**config.mk**
```make
export PLATFORM = sky130hd
export DESIGN_NAME = remote_req_credit_arbiter
export DESIGN_NICKNAME = d
export VERILOG_FILES = /design/src/rtl/remote_req_credit_arbiter.sv
export SDC_FILE = /design/constraint.sdc
export NUM_CORES = 1
export LEC_CHECK = 0
export BUFFER_PORTS_ARGS = -buffer_cell sky130_fd_sc_hd__buf_2
export CAP_MARGIN = 25
export CORE_AREA = 5 5 151 153
export DETAILED_ROUTE_END_ITERATION = 8
export DIE_AREA = 0 0 156 158
export PLACE_DENSITY = 0.59
export REMOVE_ABC_BUFFERS = 1
export SLEW_MARGIN = 20
export SYNTH_ARGS = -nofsm -noshare
export SYNTH_HDL_FRONTEND = slang
export SYNTH_SLANG_ARGS = --single-unit
```
**constraint.sdc**
```tcl
create_clock -name clk_i -period 3.6 [get_ports clk_i]
set_input_delay 0.9 -clock clk_i [delete_from_list [all_inputs] [get_ports clk_i]]
set_output_delay 0.9 -clock clk_i [all_outputs]
set_load 0.03 [all_outputs]
```
**src/rtl/remote_req_credit_arbiter.sv**
```systemverilog
// Arbitrates the single remote-request path between icache fetch and the LSU.
// Also owns the outstanding-request credit counter and the fence-completion indication.
module remote_req_credit_arbiter #(
  parameter int max_out_credits_p = 16,
  parameter int req_width_p = 128,
  parameter int starve_limit_p = 4,
  localparam int credit_counter_width_lp = $clog2(max_out_credits_p + 1)
) (
  input  logic                               clk_i,
  input  logic                               reset_n_i,
  input  logic                               ifetch_v_i,
  input  logic [req_width_p-1:0]             ifetch_req_i,
  output logic                               ifetch_yumi_o,
  input  logic                               lsu_v_i,
  input  logic [req_width_p-1:0]             lsu_req_i,
  output logic                               lsu_yumi_o,
  input  logic                               fence_i,
  output logic                               fence_done_o,
  output logic [req_width_p-1:0]             remote_req_o,
  output logic                               remote_req_v_o,
  input  logic                               remote_req_credit_i,
  output logic [credit_counter_width_lp-1:0] out_credits_o
);

  localparam int starve_width_lp = $clog2(starve_limit_p + 1);
  localparam logic [credit_counter_width_lp-1:0] max_credits_lp =
    credit_counter_width_lp'(max_out_credits_p);
  localparam logic [starve_width_lp-1:0] starve_max_lp = starve_width_lp'(starve_limit_p);

  // Handshake: a requester holds v_i and its request stable until it sees its yumi;
  // yumi is combinational from v_i and means the request is consumed at this clock edge.
  logic [credit_counter_width_lp-1:0] credits_r;
  logic [starve_width_lp-1:0]         starve_r;
  logic                               have_credit;
  logic                               fetch_force;
  logic                               ifetch_grant;
  logic                               lsu_grant;
  logic                               grant;

  always_comb begin
    have_credit  = (credits_r != '0);
    fetch_force  = ifetch_v_i && (starve_r == starve_max_lp);
    ifetch_grant = 1'b0;
    lsu_grant    = 1'b0;
    if (have_credit) begin
      if (fetch_force) ifetch_grant = 1'b1;
      else if (lsu_v_i && !fence_i) lsu_grant = 1'b1;
      else if (ifetch_v_i) ifetch_grant = 1'b1;
    end
    grant = ifetch_grant || lsu_grant;
  end

  assign ifetch_yumi_o = ifetch_grant;
  assign lsu_yumi_o    = lsu_grant;
  assign out_credits_o = credits_r;
  assign fence_done_o  = (credits_r == max_credits_lp) && !remote_req_v_o && !ifetch_v_i;

  always_ff @(posedge clk_i or negedge reset_n_i) begin
    if (!reset_n_i) begin
      credits_r      <= max_credits_lp;
      starve_r       <= '0;
      remote_req_v_o <= 1'b0;
      remote_req_o   <= '0;
    end else begin
      remote_req_v_o <= grant;
      if (grant) remote_req_o <= ifetch_grant ? ifetch_req_i : lsu_req_i;

      // Starvation only counts LSU wins that fetch actually waited through.
      if (!ifetch_v_i || ifetch_grant) starve_r <= '0;
      else if (lsu_grant && (starve_r != starve_max_lp))
        starve_r <= starve_r + starve_width_lp'(1);

      case ({grant, remote_req_credit_i})
        2'b10:   credits_r <= credits_r - credit_counter_width_lp'(1);
        2'b01:   if (credits_r != max_credits_lp)
                   credits_r <= credits_r + credit_counter_width_lp'(1);
        default: credits_r <= credits_r;
      endcase
    end
  end

`ifndef SYNTHESIS
  always_ff @(posedge clk_i) begin
    if (reset_n_i) begin
      assert (!(ifetch_yumi_o && lsu_yumi_o)) else $error("both yumis asserted");
      assert (!(remote_req_credit_i && credits_r == max_credits_lp))
        else $error("credit returned with counter at max");
      assert (!(grant && credits_r == '0)) else $error("grant with zero credits");
    end
  end
`endif

endmodule

```
; ---- After elaboration in Yosys (flattened, before gate mapping)
; Index checks and enable logic that the tools add are counted.
[totals]
word_cells = 40
inputBits = 262
register_bits = 137
output_inout_bits = 137
[classes]
muxes = 12
addsub = 3
n_reduce_logical = 14
eq_ne = 7
[op_table]
columns = operator, n
row1 = 2-to-1 mux 128 bit, 1
row2 = case mux 5 bit (2 select lines), 1
row3 = 2-to-1 mux 1 bit, 7
row4 = 2-to-1 mux 3 bit, 2
row5 = "adder 5 x 1 -> 5 bit, second input constant", 1
row6 = "== test 5 bit, second input constant", 1
row7 = logical AND 1 bit, 5
row8 = 2-to-1 mux 5 bit, 1
row9 = "inequality test 5 bit, second input constant", 1
row10 = nonzero test 5 bit, 1
row11 = "subtractor 5 x 1 -> 5 bit, second input constant", 1
row12 = nonzero test 2 bit, 2
row13 = "adder 3 x 1 -> 3 bit, second input constant", 1
row14 = "== test 3 bit, second input constant", 1
row15 = zero test 1 bit, 3
row16 = "inequality test 3 bit, second input constant", 1
row17 = "== test 2 x 1 -> 1 bit, second input constant", 1
row18 = "== test 2 bit, second input constant", 1
row19 = logical OR 1 bit, 2
row20 = "inequality test 2 bit, second input constant", 1
row21 = AND reduction 2 bit, 1

; ---- Depth between registers and ports, before layout
[depth]
ltp_word = 9
mapped_depth = 12
mapped_depth_nobuf = 8

; ---- Worst setup path after synthesis
; OpenSTA, ideal clock, no wires.
[synth_timing]
path_kind = flip-flop to flip-flop
startpoint = reg credits_r[1], in the netlist out_credits_o[1]
endpoint = reg credits_r[4], in the netlist out_credits_o[4]
period_less_slack_ps = 3260
stages_incl_launch_ff = 13
required_ps = 3516
arrival_time_ps = 3176
path_slack_ps = 340
cell_sequence = dfrtp_1 -> or4_1 -> buf_2 -> o22ai_4 -> buf_6 -> buf_6 -> buf_6 -> nand2_1 -> fa_1 -> nand3_1 -> nand2_1 -> or2_2 -> a311o_1
[synth_via]
elab_chain_len = 6
elab_cells_between_ends = 14
cone_classes = add/sub: 2 / eq/ne: 4 / mux: 4 / reduce/logical: 4
[synth_lines]
columns = element, line_no
row1 = from (decl), 32  ; logic [credit_counter_width_lp-1:0] credits_r;
row2 = from (signal assigned), 60  ; credits_r <= max_credits_lp;
row3 = from (signal assigned), 74  ; 2'b10: credits_r <= credits_r - credit_counter_width_lp'(1);
row4 = from (signal assigned), 76  ; credits_r <= credits_r + credit_counter_width_lp'(1);
row5 = branches (longest 6 deep; another with adder 5 x 1 -> 5 bit), n/a
; Parallel ways; which one is timed is not known. The select of a mux whose other input is x is not followed.
; A chain may end at the register's enable or synchronous reset.

; ---- Worst setup path after layout
[layout_timing]
startpoint = reg credits_r[1], in the netlist out_credits_o[1]
endpoint = out ifetch_yumi_o
[layout_via]
elab_chain_len = 2
[layout_lines]
columns = element, line_no
row1 = nonzero test 5 bit, 41  ; have_credit = (credits_r != '0);
row2 = 2-to-1 mux 1 bit, 45  ; if (have_credit) begin
row3 = to (decl), 13  ; output logic ifetch_yumi_o,
; Every way passes these cells.

==> flow_results.xml <==
<?xml version="1.0" encoding="UTF-8"?>
<metrics>
  <group name="die">
    <metric name="io_pins" unit="">399</metric>
    <metric name="design.core.area" unit="um^2">21400</metric>
    <metric name="placement_rows" unit="">54</metric>
    <metric name="initial_cell_density_of_the_core" unit="">0.309</metric>
    <metric name="die_w" unit="um">156</metric>
    <metric name="die_h" unit="um">158</metric>
    <metric name="design.die.area" unit="um^2">24600</metric>
  </group>
  <group name="logic_synthesis">
    <metric name="seq_area_frac_synth" unit="">0.518</metric>
    <metric name="synth-edff-count" unit="">0</metric>
    <metric name="postSynthRegisterBits" unit="">137</metric>
    <metric name="postSynth.topFlopCell" unit="">sky130_fd_sc_hd__dfrtp_1</metric>
    <metric name="proportion_of_synthesized_flip_flops_having_asynchronous_set_or_reset" unit="">1.00</metric>
    <metric name="synthCells" unit="">635</metric>
    <metric name="ys_types" unit="">40</metric>
    <metric name="syn-cell-area" unit="um^2">6620</metric>
    <metric name="yosys_warnings" unit="">0</metric>
    <metric name="post_synth.cell_area_avg" unit="um^2">10.4</metric>
  </group>
  <group name="power">
    <metric name="static-leakage-power" unit="nW">5.05</metric>
    <metric name="power.density" unit="nW/um^2">699</metric>
    <metric name="fin_total_pwr" unit="mW">6.54</metric>
    <metric name="ir_drop" unit="mV">0.276</metric>
  </group>
  <group name="worst_setup_path">
    <metric name="crit_buf_inv" unit="">2</metric>
    <metric name="worstSetupEndpointType" unit="">output port</metric>
    <metric name="signal_arrival_time_at_the_worst_endpoint" unit="ns">2.10</metric>
    <metric name="timing.critical_path.from_type" unit="">flop</metric>
    <metric name="critPathRequiredTime" unit="ns">2.70</metric>
    <metric name="cp_slowest_stage_delay" unit="ns">0.70</metric>
    <metric name="slowest_stage" unit="">sky130_fd_sc_hd__or4_1</metric>
    <metric name="path_delay_family" unit="">simple AND/OR/NAND/NOR gates</metric>
    <metric name="critical_path.max_fanout" unit="">8</metric>
    <metric name="critical_path_stages" unit="">5</metric>
    <metric name="setup.worst_path.class" unit="">reg2out</metric>
    <metric name="timing.critical_path.mode_cell" unit="">sky130_fd_sc_hd__nor2_1</metric>
    <metric name="worst-r2r-setup-slack" unit="ns">0.72</metric>
    <metric name="cp_cell_sequence" unit="">or4_1 -&gt; nor2_1 -&gt; buf_4 -&gt; nor2_1 -&gt; buf_2</metric>
    <metric name="r2r.worst_path.cells" unit="">8</metric>
  </group>
  <group name="clock_tree">
    <metric name="clock_tree_from_tritoncts" unit="">yes</metric>
    <metric name="post_cts.repair.setup_buffers" unit="">0</metric>
    <metric name="clk_pin_slew_worst_paths" unit="ns">0.06</metric>
    <metric name="total_of_hold_buffers_inserted_after_clock_tree_synthesis" unit="">0</metric>
    <metric name="ctsResizeCount" unit="">0</metric>
    <metric name="cts_made_buffers" unit="">17</metric>
    <metric name="cts-root-to-sink-buffers" unit="">2</metric>
    <metric name="sink_count_of_the_clock_tree" unit="">137</metric>
    <metric name="cts.htree.levels" unit="">4</metric>
    <metric name="cts-root-buf" unit="">sky130_fd_sc_hd__clkbuf_16</metric>
    <metric name="worst_skew_pair.late_latency" unit="ns">0.41</metric>
  </group>
  <group name="drt">
    <metric name="num_vias" unit="">5796</metric>
    <metric name="detail_route.first_pass.iterations" unit="">4</metric>
    <metric name="drc_errors" unit="">0</metric>
    <metric name="postRouteAntennaNets" unit="">0</metric>
    <metric name="initialDrtViolationCount" unit="">242</metric>
    <metric name="wirelength" unit="mm">19.9</metric>
    <metric name="post_drt_wl_per_cell" unit="um">15.2</metric>
    <metric name="post_drt_via_cell_ratio" unit="">4.44</metric>
  </group>
  <group name="finish">
    <metric name="layout-drive-gt1-share" unit="">0.441</metric>
    <metric name="layout.cells.most_common" unit="">sky130_fd_sc_hd__buf_2</metric>
    <metric name="layout.cells.most_common_list" unit="">397 x sky130_fd_sc_hd__buf_2, 136 x sky130_fd_sc_hd__dfrtp_1, 132 x sky130_fd_sc_hd__nand2_1, 126 x sky130_fd_sc_hd__mux2i_1, 67 x sky130_fd_sc_hd__o21ai_1</metric>
    <metric name="final_cell_area" unit="um^2">9360</metric>
    <metric name="instances_no_fill" unit="">1306</metric>
    <metric name="layout.filler_cells" unit="">2139</metric>
    <metric name="layout.core_utilization" unit="">0.437</metric>
    <metric name="area_growth_syn_to_layout" unit="%">41.4</metric>
    <metric name="num-nets-final" unit="">1281</metric>
    <metric name="multi_input_area" unit="um^2">2910</metric>
    <metric name="regArea" unit="um^2">3430</metric>
    <metric name="antenna-diode-count" unit="">0</metric>
  </group>
  <group name="sta">
    <metric name="worst_clock_skew" unit="ns">0.0124</metric>
    <metric name="finalSetupTns" unit="ns">0</metric>
    <metric name="whs" unit="ns">0.469</metric>
    <metric name="rsz0062_at_grt" unit="">false</metric>
    <metric name="period_share" unit="">0.833</metric>
    <metric name="report.final.slew_viol_count" unit="">0</metric>
    <metric name="fmax" unit="GHz">0.333</metric>
    <metric name="final-setup-viol-count" unit="">0</metric>
    <metric name="final.setup.worst_slack" unit="ns">0.600</metric>
    <metric name="final-hold-violation-count" unit="">0</metric>
    <metric name="finalWorstPathRequiredPeriod" unit="ns">3.00</metric>
    <metric name="tightest_slew" unit="ns">1.27</metric>
    <metric name="max-slew-margin-rel" unit="">0.151</metric>
  </group>
  <group name="grt">
    <metric name="overflow" unit="">0</metric>
    <metric name="via_count_of_the_first_global_routing_pass" unit="">5973</metric>
    <metric name="grt_max_degree" unit="">252</metric>
    <metric name="grt_antenna_before_repair" unit="">0</metric>
    <metric name="gr-usage-all-layers" unit="">0.157</metric>
    <metric name="grt_pass1_wl" unit="mm">30.9</metric>
  </group>
  <group name="run">
    <metric name="count_of_maximum_capacitance_violations" unit="">0</metric>
  </group>
  <group name="worst_hold_path">
    <metric name="hold_class" unit="">reg2reg</metric>
    <metric name="min_path_cells" unit="">2</metric>
  </group>
  <group name="placement">
    <metric name="hpwlAfterDp" unit="mm">15.4</metric>
    <metric name="placement.setup.worst_slack" unit="ns">0.716</metric>
    <metric name="placement.cell_area" unit="um^2">8800</metric>
    <metric name="port-buffer-count" unit="">398</metric>
    <metric name="placed_cells_incl_taps" unit="">1274</metric>
    <metric name="gpl.final_weighted_congestion" unit="">0.834</metric>
  </group>
  <group name="run_status">
    <metric name="status" unit="">completed</metric>
  </group>
</metrics>
## registers in the layout (all words and copies together), names as in the netlist
signal and cells:
starve_r 3, remote_req_v_o 1, remote_req_o 128, out_credits_o 5
## path summary, 6_finish.rpt
path                                endpoint              from
max                            ifetch_yumi_o  out_credits_o[1]
min                         remote_req_o[23]  remote_req_o[23]
max in group asynchronous   remote_req_o[82]         reset_n_i
min in group asynchronous  remote_req_o[105]         reset_n_i
max reg2reg                 out_credits_o[4]  out_credits_o[1]
min reg2reg                 remote_req_o[23]  remote_req_o[23]
## power breakdown
group / internal (mW) / leakage [nW] / switching [mW] / total, mW
Sequential: 2.00 / 1.66 / 0.267 / 2.26
Clock: 0.935 / 0.275 / 0.702 / 1.64
Combinational: 0.826 / 3.12 / 1.82 / 2.64
## cells in the mapped netlist (2+ instances only)
library cell                number  share of area
sky130_fd_sc_hd__a21o_1          3         0.0034
sky130_fd_sc_hd__a21oi_1         5         0.0038
sky130_fd_sc_hd__a2bb2oi_1       3         0.0040
sky130_fd_sc_hd__buf_1           2         0.0011
sky130_fd_sc_hd__buf_2          16          0.012
sky130_fd_sc_hd__buf_6          11          0.019
sky130_fd_sc_hd__clkbuf_1       13         0.0074
sky130_fd_sc_hd__clkbuf_2        3         0.0023
sky130_fd_sc_hd__dfrtp_1       136           0.51
sky130_fd_sc_hd__ha_1            5         0.0095
sky130_fd_sc_hd__inv_1           4         0.0023
sky130_fd_sc_hd__mux2i_1       126           0.19
sky130_fd_sc_hd__nand2_1       132          0.075
sky130_fd_sc_hd__nand3_1        10         0.0076
sky130_fd_sc_hd__nor2_1          6         0.0034
sky130_fd_sc_hd__nor2b_1         3         0.0028
sky130_fd_sc_hd__nor4_1          3         0.0028
sky130_fd_sc_hd__o21ai_0        52          0.039
sky130_fd_sc_hd__o21ai_1        67          0.051
sky130_fd_sc_hd__o21ai_2        10          0.013
sky130_fd_sc_hd__o22ai_1         3         0.0028
sky130_fd_sc_hd__or4_1           2         0.0023
sky130_fd_sc_hd__xnor2_1         2         0.0026
sky130_fd_sc_hd__xor2_1          2         0.0026
## worst min-delay path: cells and delay by family, from the launching register on
kind	cells	cell delay (ns)
flops	1	0.33
compound gates	1	0.05
simple gates	1	0.06
## final cells by class
cell class / count / area share
clock buffers: 19 / 0.0484
flip-flops and latches: 137 / 0.366
repair buffers: 404 / 0.224
multi-input cells: 448 / 0.311
well taps: 280 / 0.0374
clock inverters: 13 / 0.0116
inverters: 5 / 0.00201
## logic make-up (layout without fill, tap and decap cells)
| kind of cell | after synthesis | count (layout) | share of synthesized area |
|---|---|---|---|
| AOI/OAI and AO/OA | 152 | 152 | 0.131 |
| buffers and inverters | 50 | 441 | 0.0444 |
| adders and majority gates | 6 | 6 | 0.0125 |
| muxes | 127 | 127 | 0.192 |
| DFF | 137 | 137 | 0.518 |
| xor gates and xnor gates | 4 | 4 | 0.00529 |
| and+or+nand+nor | 159 | 159 | 0.0966 |
## routing by layer
metal | part of all wire | GRT usage | vias to the layer above
li1 | - | - | 2980
met1 | 0.40 | 0.195 | 2570
met2 | 0.51 | 0.270 | 235
met3 | 0.083 | 0.0465 | 11
met4 | 0.0073 | 0.0375 | 0
met5 | 0 | 0 | -
Power figures use the tool's default switching activity.
